[src/rtl/mips_bus_arbiter.sv]
// -----------------------------------------------------------------------------
// mips_bus_arbiter
//
// Two-master to one-slave Avalon-MM arbiter. m0 is the CPU data port, m1 the
// instruction-fetch port; both share a single memory slave.
//
// One master owns the bus at a time. Arbitration happens in IDLE and is
// registered, so every transaction pays one arbitration cycle. A write releases
// the bus as soon as the slave accepts it; a read holds the bus until the read
// data has come back READ_LATENCY cycles after acceptance.
//
// Parameters:
//   ADDR_W        address width of all ports
//   DATA_W        data width; byteenable is DATA_W/8 bits
//   READ_LATENCY  cycles from slave read acceptance to valid s_readdata (1..7)
//
// Ports:
//   clk, reset                     clock, asynchronous active-low reset
//   m0_* (data master)             address/read/write/writedata/byteenable in,
//                                  waitrequest/readdata/readdatavalid out
//   m1_* (fetch master)            same as m0_*
//   s_*  (slave)                   address/read/write/writedata/byteenable out,
//                                  waitrequest/readdata in
//
// Configuration macro:
//   BUS_ARB_FIXED_PRIO_EN  when defined, m0 always wins a tie (fetch may starve
//                          under a continuous data stream). When undefined the
//                          tie goes to the master not granted most recently.
// -----------------------------------------------------------------------------
module mips_bus_arbiter #(
    parameter int unsigned ADDR_W       = 32,
    parameter int unsigned DATA_W       = 32,
    parameter int unsigned READ_LATENCY = 1
) (
    input  logic                clk,
    input  logic                reset,

    // Data master
    input  logic [ADDR_W-1:0]   m0_address,
    input  logic                m0_read,
    input  logic                m0_write,
    input  logic [DATA_W-1:0]   m0_writedata,
    input  logic [DATA_W/8-1:0] m0_byteenable,
    output logic                m0_waitrequest,
    output logic [DATA_W-1:0]   m0_readdata,
    output logic                m0_readdatavalid,

    // Fetch master
    input  logic [ADDR_W-1:0]   m1_address,
    input  logic                m1_read,
    input  logic                m1_write,
    input  logic [DATA_W-1:0]   m1_writedata,
    input  logic [DATA_W/8-1:0] m1_byteenable,
    output logic                m1_waitrequest,
    output logic [DATA_W-1:0]   m1_readdata,
    output logic                m1_readdatavalid,

    // Slave
    output logic [ADDR_W-1:0]   s_address,
    output logic                s_read,
    output logic                s_write,
    output logic [DATA_W-1:0]   s_writedata,
    output logic [DATA_W/8-1:0] s_byteenable,
    input  logic                s_waitrequest,
    input  logic [DATA_W-1:0]   s_readdata
);

    localparam int unsigned BE_W = DATA_W / 8;

    // Counter load value on read acceptance; the data cycle is the one where
    // the counter has reached zero.
    localparam logic [2:0] LAT_INIT = 3'(READ_LATENCY - 1);

    typedef enum logic [1:0] {
        StIdle,
        StOwn0,
        StOwn1,
        StRdWait
    } state_e;

    state_e     state_q, state_d;
    logic       owner_q, owner_d;    // 0: m0 owns the bus, 1: m1 owns it
    logic       last_q, last_d;      // master granted most recently
    logic [2:0] lat_cnt_q, lat_cnt_d;

    logic m0_req, m1_req;
    logic tie_winner;
    logic grant;

    // Owner-selected request signals, used while in an OWN state.
    logic [ADDR_W-1:0] sel_address;
    logic              sel_read;
    logic              sel_write;
    logic [DATA_W-1:0] sel_writedata;
    logic [BE_W-1:0]   sel_byteenable;

    assign m0_req = m0_read | m0_write;
    assign m1_req = m1_read | m1_write;

`ifdef BUS_ARB_FIXED_PRIO_EN
    assign tie_winner = 1'b0;
`else
    assign tie_winner = ~last_q;
`endif

    always_comb begin
        if (owner_q) begin
            sel_address    = m1_address;
            sel_read       = m1_read;
            sel_write      = m1_write;
            sel_writedata  = m1_writedata;
            sel_byteenable = m1_byteenable;
        end else begin
            sel_address    = m0_address;
            sel_read       = m0_read;
            sel_write      = m0_write;
            sel_writedata  = m0_writedata;
            sel_byteenable = m0_byteenable;
        end
    end

    // Read data is broadcast; only readdatavalid tells a master it is theirs.
    assign m0_readdata = s_readdata;
    assign m1_readdata = s_readdata;

    // -------------------------------------------------------------------------
    // Next-state and output logic
    // -------------------------------------------------------------------------
    always_comb begin
        state_d          = state_q;
        owner_d          = owner_q;
        last_d           = last_q;
        lat_cnt_d        = lat_cnt_q;
        grant            = 1'b0;

        s_address        = '0;
        s_read           = 1'b0;
        s_write          = 1'b0;
        s_writedata      = '0;
        s_byteenable     = '0;
        m0_waitrequest   = 1'b1;
        m1_waitrequest   = 1'b1;
        m0_readdatavalid = 1'b0;
        m1_readdatavalid = 1'b0;

        unique case (state_q)
            StIdle: begin
                if (m0_req || m1_req) begin
                    if (m0_req && m1_req) begin
                        grant = tie_winner;
                    end else begin
                        grant = m1_req;
                    end
                    owner_d = grant;
                    last_d  = grant;
                    state_d = grant ? StOwn1 : StOwn0;
                end
            end

            StOwn0, StOwn1: begin
                s_address    = sel_address;
                // A simultaneous read and write is treated as a write only.
                s_write      = sel_write;
                s_read       = sel_read & ~sel_write;
                s_writedata  = sel_writedata;
                s_byteenable = sel_byteenable;

                if (owner_q) begin
                    m1_waitrequest = s_waitrequest;
                end else begin
                    m0_waitrequest = s_waitrequest;
                end

                if (!s_waitrequest) begin
                    if (sel_write) begin
                        state_d = StIdle;
                    end else if (sel_read) begin
                        state_d   = StRdWait;
                        lat_cnt_d = LAT_INIT;
                    end else begin
                        // Request withdrawn against protocol; release the bus.
                        state_d = StIdle;
                    end
                end
            end

            StRdWait: begin
                if (lat_cnt_q == 3'd0) begin
                    if (owner_q) begin
                        m1_readdatavalid = 1'b1;
                    end else begin
                        m0_readdatavalid = 1'b1;
                    end
                    state_d = StIdle;
                end else begin
                    lat_cnt_d = lat_cnt_q - 3'd1;
                end
            end

            default: begin
                state_d = StIdle;
            end
        endcase
    end

    // -------------------------------------------------------------------------
    // State registers
    // -------------------------------------------------------------------------
    // last resets to m1 so that m0 wins the first tie after reset.
    always_ff @(posedge clk or negedge reset) begin
        if (!reset) begin
            state_q   <= StIdle;
            owner_q   <= 1'b0;
            last_q    <= 1'b1;
            lat_cnt_q <= 3'd0;
        end else begin
            state_q   <= state_d;
            owner_q   <= owner_d;
            last_q    <= last_d;
            lat_cnt_q <= lat_cnt_d;
        end
    end

endmodule
[config.mk]
export PLATFORM = sky130hd
export DESIGN_NAME = mips_bus_arbiter
export DESIGN_NICKNAME = d
export VERILOG_FILES = /design/src/rtl/mips_bus_arbiter.sv
export SDC_FILE = /design/constraint.sdc
export NUM_CORES = 1
export LEC_CHECK = 0
export ABC_CLOCK_PERIOD_IN_PS = 2900
export CORE_AREA = 2 2 120 122
export DETAILED_ROUTE_END_ITERATION = 12
export DIE_AREA = 0 0 122 124
export PLACE_DENSITY = 0.69
export SLEW_MARGIN = 10
export SYNTH_ARGS = -nofsm -noshare
export SYNTH_HDL_FRONTEND = slang
export SYNTH_SLANG_ARGS = --single-unit
[constraint.sdc]
create_clock -name clk -period 2.9 [get_ports clk]
set_input_delay 0.29 -clock clk [delete_from_list [all_inputs] [get_ports clk]]
set_output_delay 0.29 -clock clk [all_outputs]
set_load 0.005 [all_outputs]
Word level (Yosys, flattened, before mapping)
Cells that the tools add are included.
Operators by class
  bitwise logic cells: 5
  equality and inequality tests: 9
  mux-type cells: 35
  add/sub/neg operators: 1
  reduce and logical (&&, ||, !) cells: 9
Operator list (count)
  32-bit 2-to-1 mux: 4
  1-bit 2-to-1 mux: 17
  2-bit 2-to-1 mux: 6
  3-bit 2-to-1 mux: 4
  2-bit inequality test, second input constant: 6
  4-bit 2-to-1 mux: 2
  2-bit one-hot mux with 3 select lines: 1
  3-bit one-hot mux with 2 select lines: 1
  5-bit AND reduction: 1
  2-bit == test, second input constant: 2
  3-bit zero test: 1
  3-bit AND reduction: 1
  3-bit by 1-bit subtractor with 3-bit output, second input constant: 1
  2-bit by 1-bit == test with 1-bit output, second input constant: 1
  2-bit zero test: 1
  1-bit NOT: 2
  1-bit OR: 2
  2-bit AND reduction: 1
  2-bit nonzero test: 1
  2-bit OR reduction: 1
  1-bit AND: 1
  1-bit logical AND: 1
  1-bit logical OR: 1
Storage, ports and cells
  word-level logic and storage cells: 63
  bits of input ports: 175
  output and inout port bits: 138
  register bits after elaboration: 7

Depth between registers and ports, before layout
  word-level depth: 8
  mapped depth: 7
  mapped depth without buffers: 6

Worst setup path before layout
OpenSTA, ideal clock, no wires.
  kind: register -> output
  start: reg state_q[0]
  end: out s_address[0]
  stages on the path, launching flop included: 6
  required time: 2.610 ns
  arrival time: 1.199 ns
  setup slack: 1.411 ns
  cells stage by stage: dfrtp_1 inv_1 ha_1 buf_4 clkbuf_1 nor2b_1
Between the ends
  cells in the longest elaborated chain, start to end: 3
  elaborated cells between the ends (all ways): 4
Ends and longest elaborated chain
  start, declared: line 81  | state_e state_q, state_d;
  start signal, assigned: line 212  | state_q <= StIdle;
  start signal, assigned: line 217  | state_q <= state_d;
  2-bit by 1-bit == test with 1-bit output / 2-bit == test (equally long branches): line 146  | unique case (state_q)
  2-bit OR reduction *: line 146
  32-bit 2-to-1 mux *: line 146
  end, declared: line 59  | output logic [ADDR_W-1:0] s_address,
Every way passes the cells marked *; elsewhere a longest branch is shown, timed or not.

Worst setup path in the final report
  start: reg state_q[1]
  end: out s_read
Between the ends
  cells in the longest elaborated chain, start to end: 3
  elaborated cells between the ends (all ways): 4
Ends and longest elaborated chain
  2-bit by 1-bit == test with 1-bit output / 2-bit == test (equally long branches): line 146
  2-bit OR reduction *: line 146
  1-bit 2-to-1 mux *: line 146
  end, declared: line 60  | output logic s_read,
Marks and branches as above.

==> run_results.csv <==
group,metric,value,unit
worst_hold_path,hp-class,"in2async",
worst_setup_path,worstPathMaxFanout,36,
clock_tree,clock_path_buffers,2,
clock_tree,cts_root_buf,"clkbuf_16",
global_routing,grt_remaining_overflow,0,
synthesis,synth-seq-cells,7,
sta,fmax,415,MHz
routing,vias_per_cell,3.95,
clock_tree,cts_resized,0,
finish,seq_area,180,um^2
sta,maxSlewViolCount,0,
clock_tree,clkLatencyLatePin,230,ps
clock_tree,post_cts_buffers,0,
floorplanning,initial_core_util,0.166,
global_routing,grt_first_pass_wirelength,11.7,mm
floorplanning,pin_count,313,
placed_design,gp_congestion,0.747,
sta,post-route-period-util,0.832,
sta,timing.setup.tns,0,ps
global_routing,grt_pass1_vias,2343,
synthesis,synth.net_count,460,
clock_tree,cts.sinks,7,
worst_setup_path,crit_type,"reg2out",
floorplanning,design.core.area,13700,um^2
clock_tree,cts_max_level,1,
synthesis,syn_inst,280,
placed_design,port_buffers,216,
sta,final.min_clock_period,2410,ps
global_routing,antenna_found_initial,0,
routing,vias,2382,
sta,tightest_slew,397,ps
flow_run,maxCapViolCount,0,
floorplanning,num_rows,43,
power_and_ir_drop,ir_drop,0.000480,V
floorplanning,die_y,124,um
floorplanning,die_w,122,um
synthesis,ys.warnings.count,0,
finish,layout_commonest_cell,"clkdlybuf4s50_1",
finish,syn2layout_area_growth,83.9,%
routing,post_drt_wl_per_cell,14.2,um
sta,clock_skew,1.74,ps
placed_design,dp.final_hpwl,7.24,mm
finish,antenna_cells,0,
routing,postRouteAntennaNets,0,
floorplanning,die_area,15100,um^2
routing,drt_iter0_drc,42,
worst_setup_path,crit_arrival,2120,ps
synthesis,avgSynthCellArea,8.14,um^2
global_routing,grt_max_degree,40,
routing,wl,8.57,mm
sta,rsz0062_at_grt,"no",
finish,layout_common_cells,"216 x clkdlybuf4s50_1, 71 x mux2i_1, 69 x nor2b_1",
placed_design,dp.cells,599,
finish,final_nets,604,
routing,drt-pass1-iter-count,4,
worst_setup_path,critPathCaptureType,"output pin",
global_routing,gr-usage-all-layers,0.0968,
synthesis,synth.distinct_cells,28,
worst_setup_path,critPathLaunchType,"flip-flop",
power_and_ir_drop,cellPowerDensity,839,nW/um^2
clock_tree,cts_tree,"yes",
routing,post-route-drc-count,0,
finish,multi_input_area,1460,um^2
sta,max-slew-margin-rel,0.735,
sta,setup_viol,0,
worst_setup_path,worstPathRequired,2610,ps
finish,drive_gt1_frac,0.0331,
sta,finalHoldViolCount,0,
power_and_ir_drop,leakagePower,0.00166,uW
clock_tree,cts_buffers,3,
clock_tree,cts.clk_slew.worst_paths,40,ps
clock_tree,ctsHoldBuffers,0,
run_status,status,"completed",
synthesis,ys_seq_area_frac,0.0774,
finish,fill_cells,1405,
finish,final_cells,603,
synthesis,synth_area,2280,um^2
==> per-stage QoR <==
stage                     total power (uW)  setup slack [ps]  hold WS [ps]  instance area (um^2)  utilization
final                                 3520               488           336                  4190        0.305
after global routing                  3800               390           367                  4190        0.305
after global placement                3280               792           479                  4110        0.300
after CTS                             3580               490           347                  4190        0.305
after floorplan                       1860              1410         -5.59                  2280            -
after detailed placement              3320               742           478                  4110        0.300
==> sequential cells by signal, indices dropped and copies added (netlist names) <==
name	count
lat_cnt_q	3
state_q	2
owner_q	1
last_q	1
==> worst max-delay path, cell delays in order (launching register included) <==
cell             delay [ps]
dfrtp_1                 340
inv_1                    80
ha_2                    330
buf_4                   270
nand2b_1                110
o22ai_2                 210
clkdlybuf4s50_1         550
==> kinds of logic (layout without fill, tap and decap cells) <==
logic type      after synthesis  after routing  synth area share
simple gates                 93             93             0.245
buf+inv                      88            231             0.282
mux                          71             71             0.312
compound gates               16             16            0.0555
flops                         7              7            0.0774
fa+ha+maj                     5              5            0.0275
==> cell usage after synthesis, drive strengths merged <==
library cell  count  area share
and2b             1      0.0033
a22oi             1      0.0033
a21boi            2       0.012
o22ai             1      0.0055
nand3             3      0.0088
nand2             8       0.014
nor4              1      0.0027
clkbuf            6      0.0099
mux2i            71        0.31
o211ai            2      0.0066
nand3b            2      0.0066
o2bb2ai           3       0.012
nand2b            5       0.014
buf              75        0.26
dfrtp             6       0.066
nor2b            69        0.19
o221ai            1      0.0038
o21ai             6       0.013
nor2              4      0.0066
inv               7       0.012
ha                5       0.027
dfstp             1       0.012
==> area by class of cell <==
cell class | count | share of cell area
Sequential cell | 7 | 0.0430
Tap cell | 180 | 0.0538
Clock buffer | 4 | 0.0188
Timing Repair Buffer | 220 | 0.529
Inverter | 7 | 0.00627
Multi-Input combinational cell | 185 | 0.349
==> metal layers <==
layer / GRT usage / vias up / wire length [um]
li1: - / 1148 / -
met1: 0.105 / 1056 / 3040
met2: 0.177 / 152 / 4320
met3: 0.0357 / 26 / 1050
met4: 0.0244 / 0 / 165
met5: 0 / - / 0
==> where the power goes <==
part           internal, uW  switching, uW
logic                  1920           1130
clock network           183           50.4
registers               136           88.7
==> worst paths after layout <==
kind | slack [ps] | endpoint | startpoint | cells past startpoint
min reg2reg | 480 | lat_cnt_q[1]$_DFFE_PN0P_ | lat_cnt_q[1]$_DFFE_PN0P_ | 1
max in group asynchronous | 2260 | last_q$_DFFE_PN1P_ | reset | 1
max reg2reg | 1010 | lat_cnt_q[1]$_DFFE_PN0P_ | state_q[1]$_DFFE_PN0P_ | 7
min | 340 | lat_cnt_q[1]$_DFFE_PN0P_ | reset | 1
max | 490 | s_read | state_q[1]$_DFFE_PN0P_ | 6
min in group clk | 480 | lat_cnt_q[1]$_DFFE_PN0P_ | lat_cnt_q[1]$_DFFE_PN0P_ | 1
No activity file was read; power rests on OpenSTA's default activity.
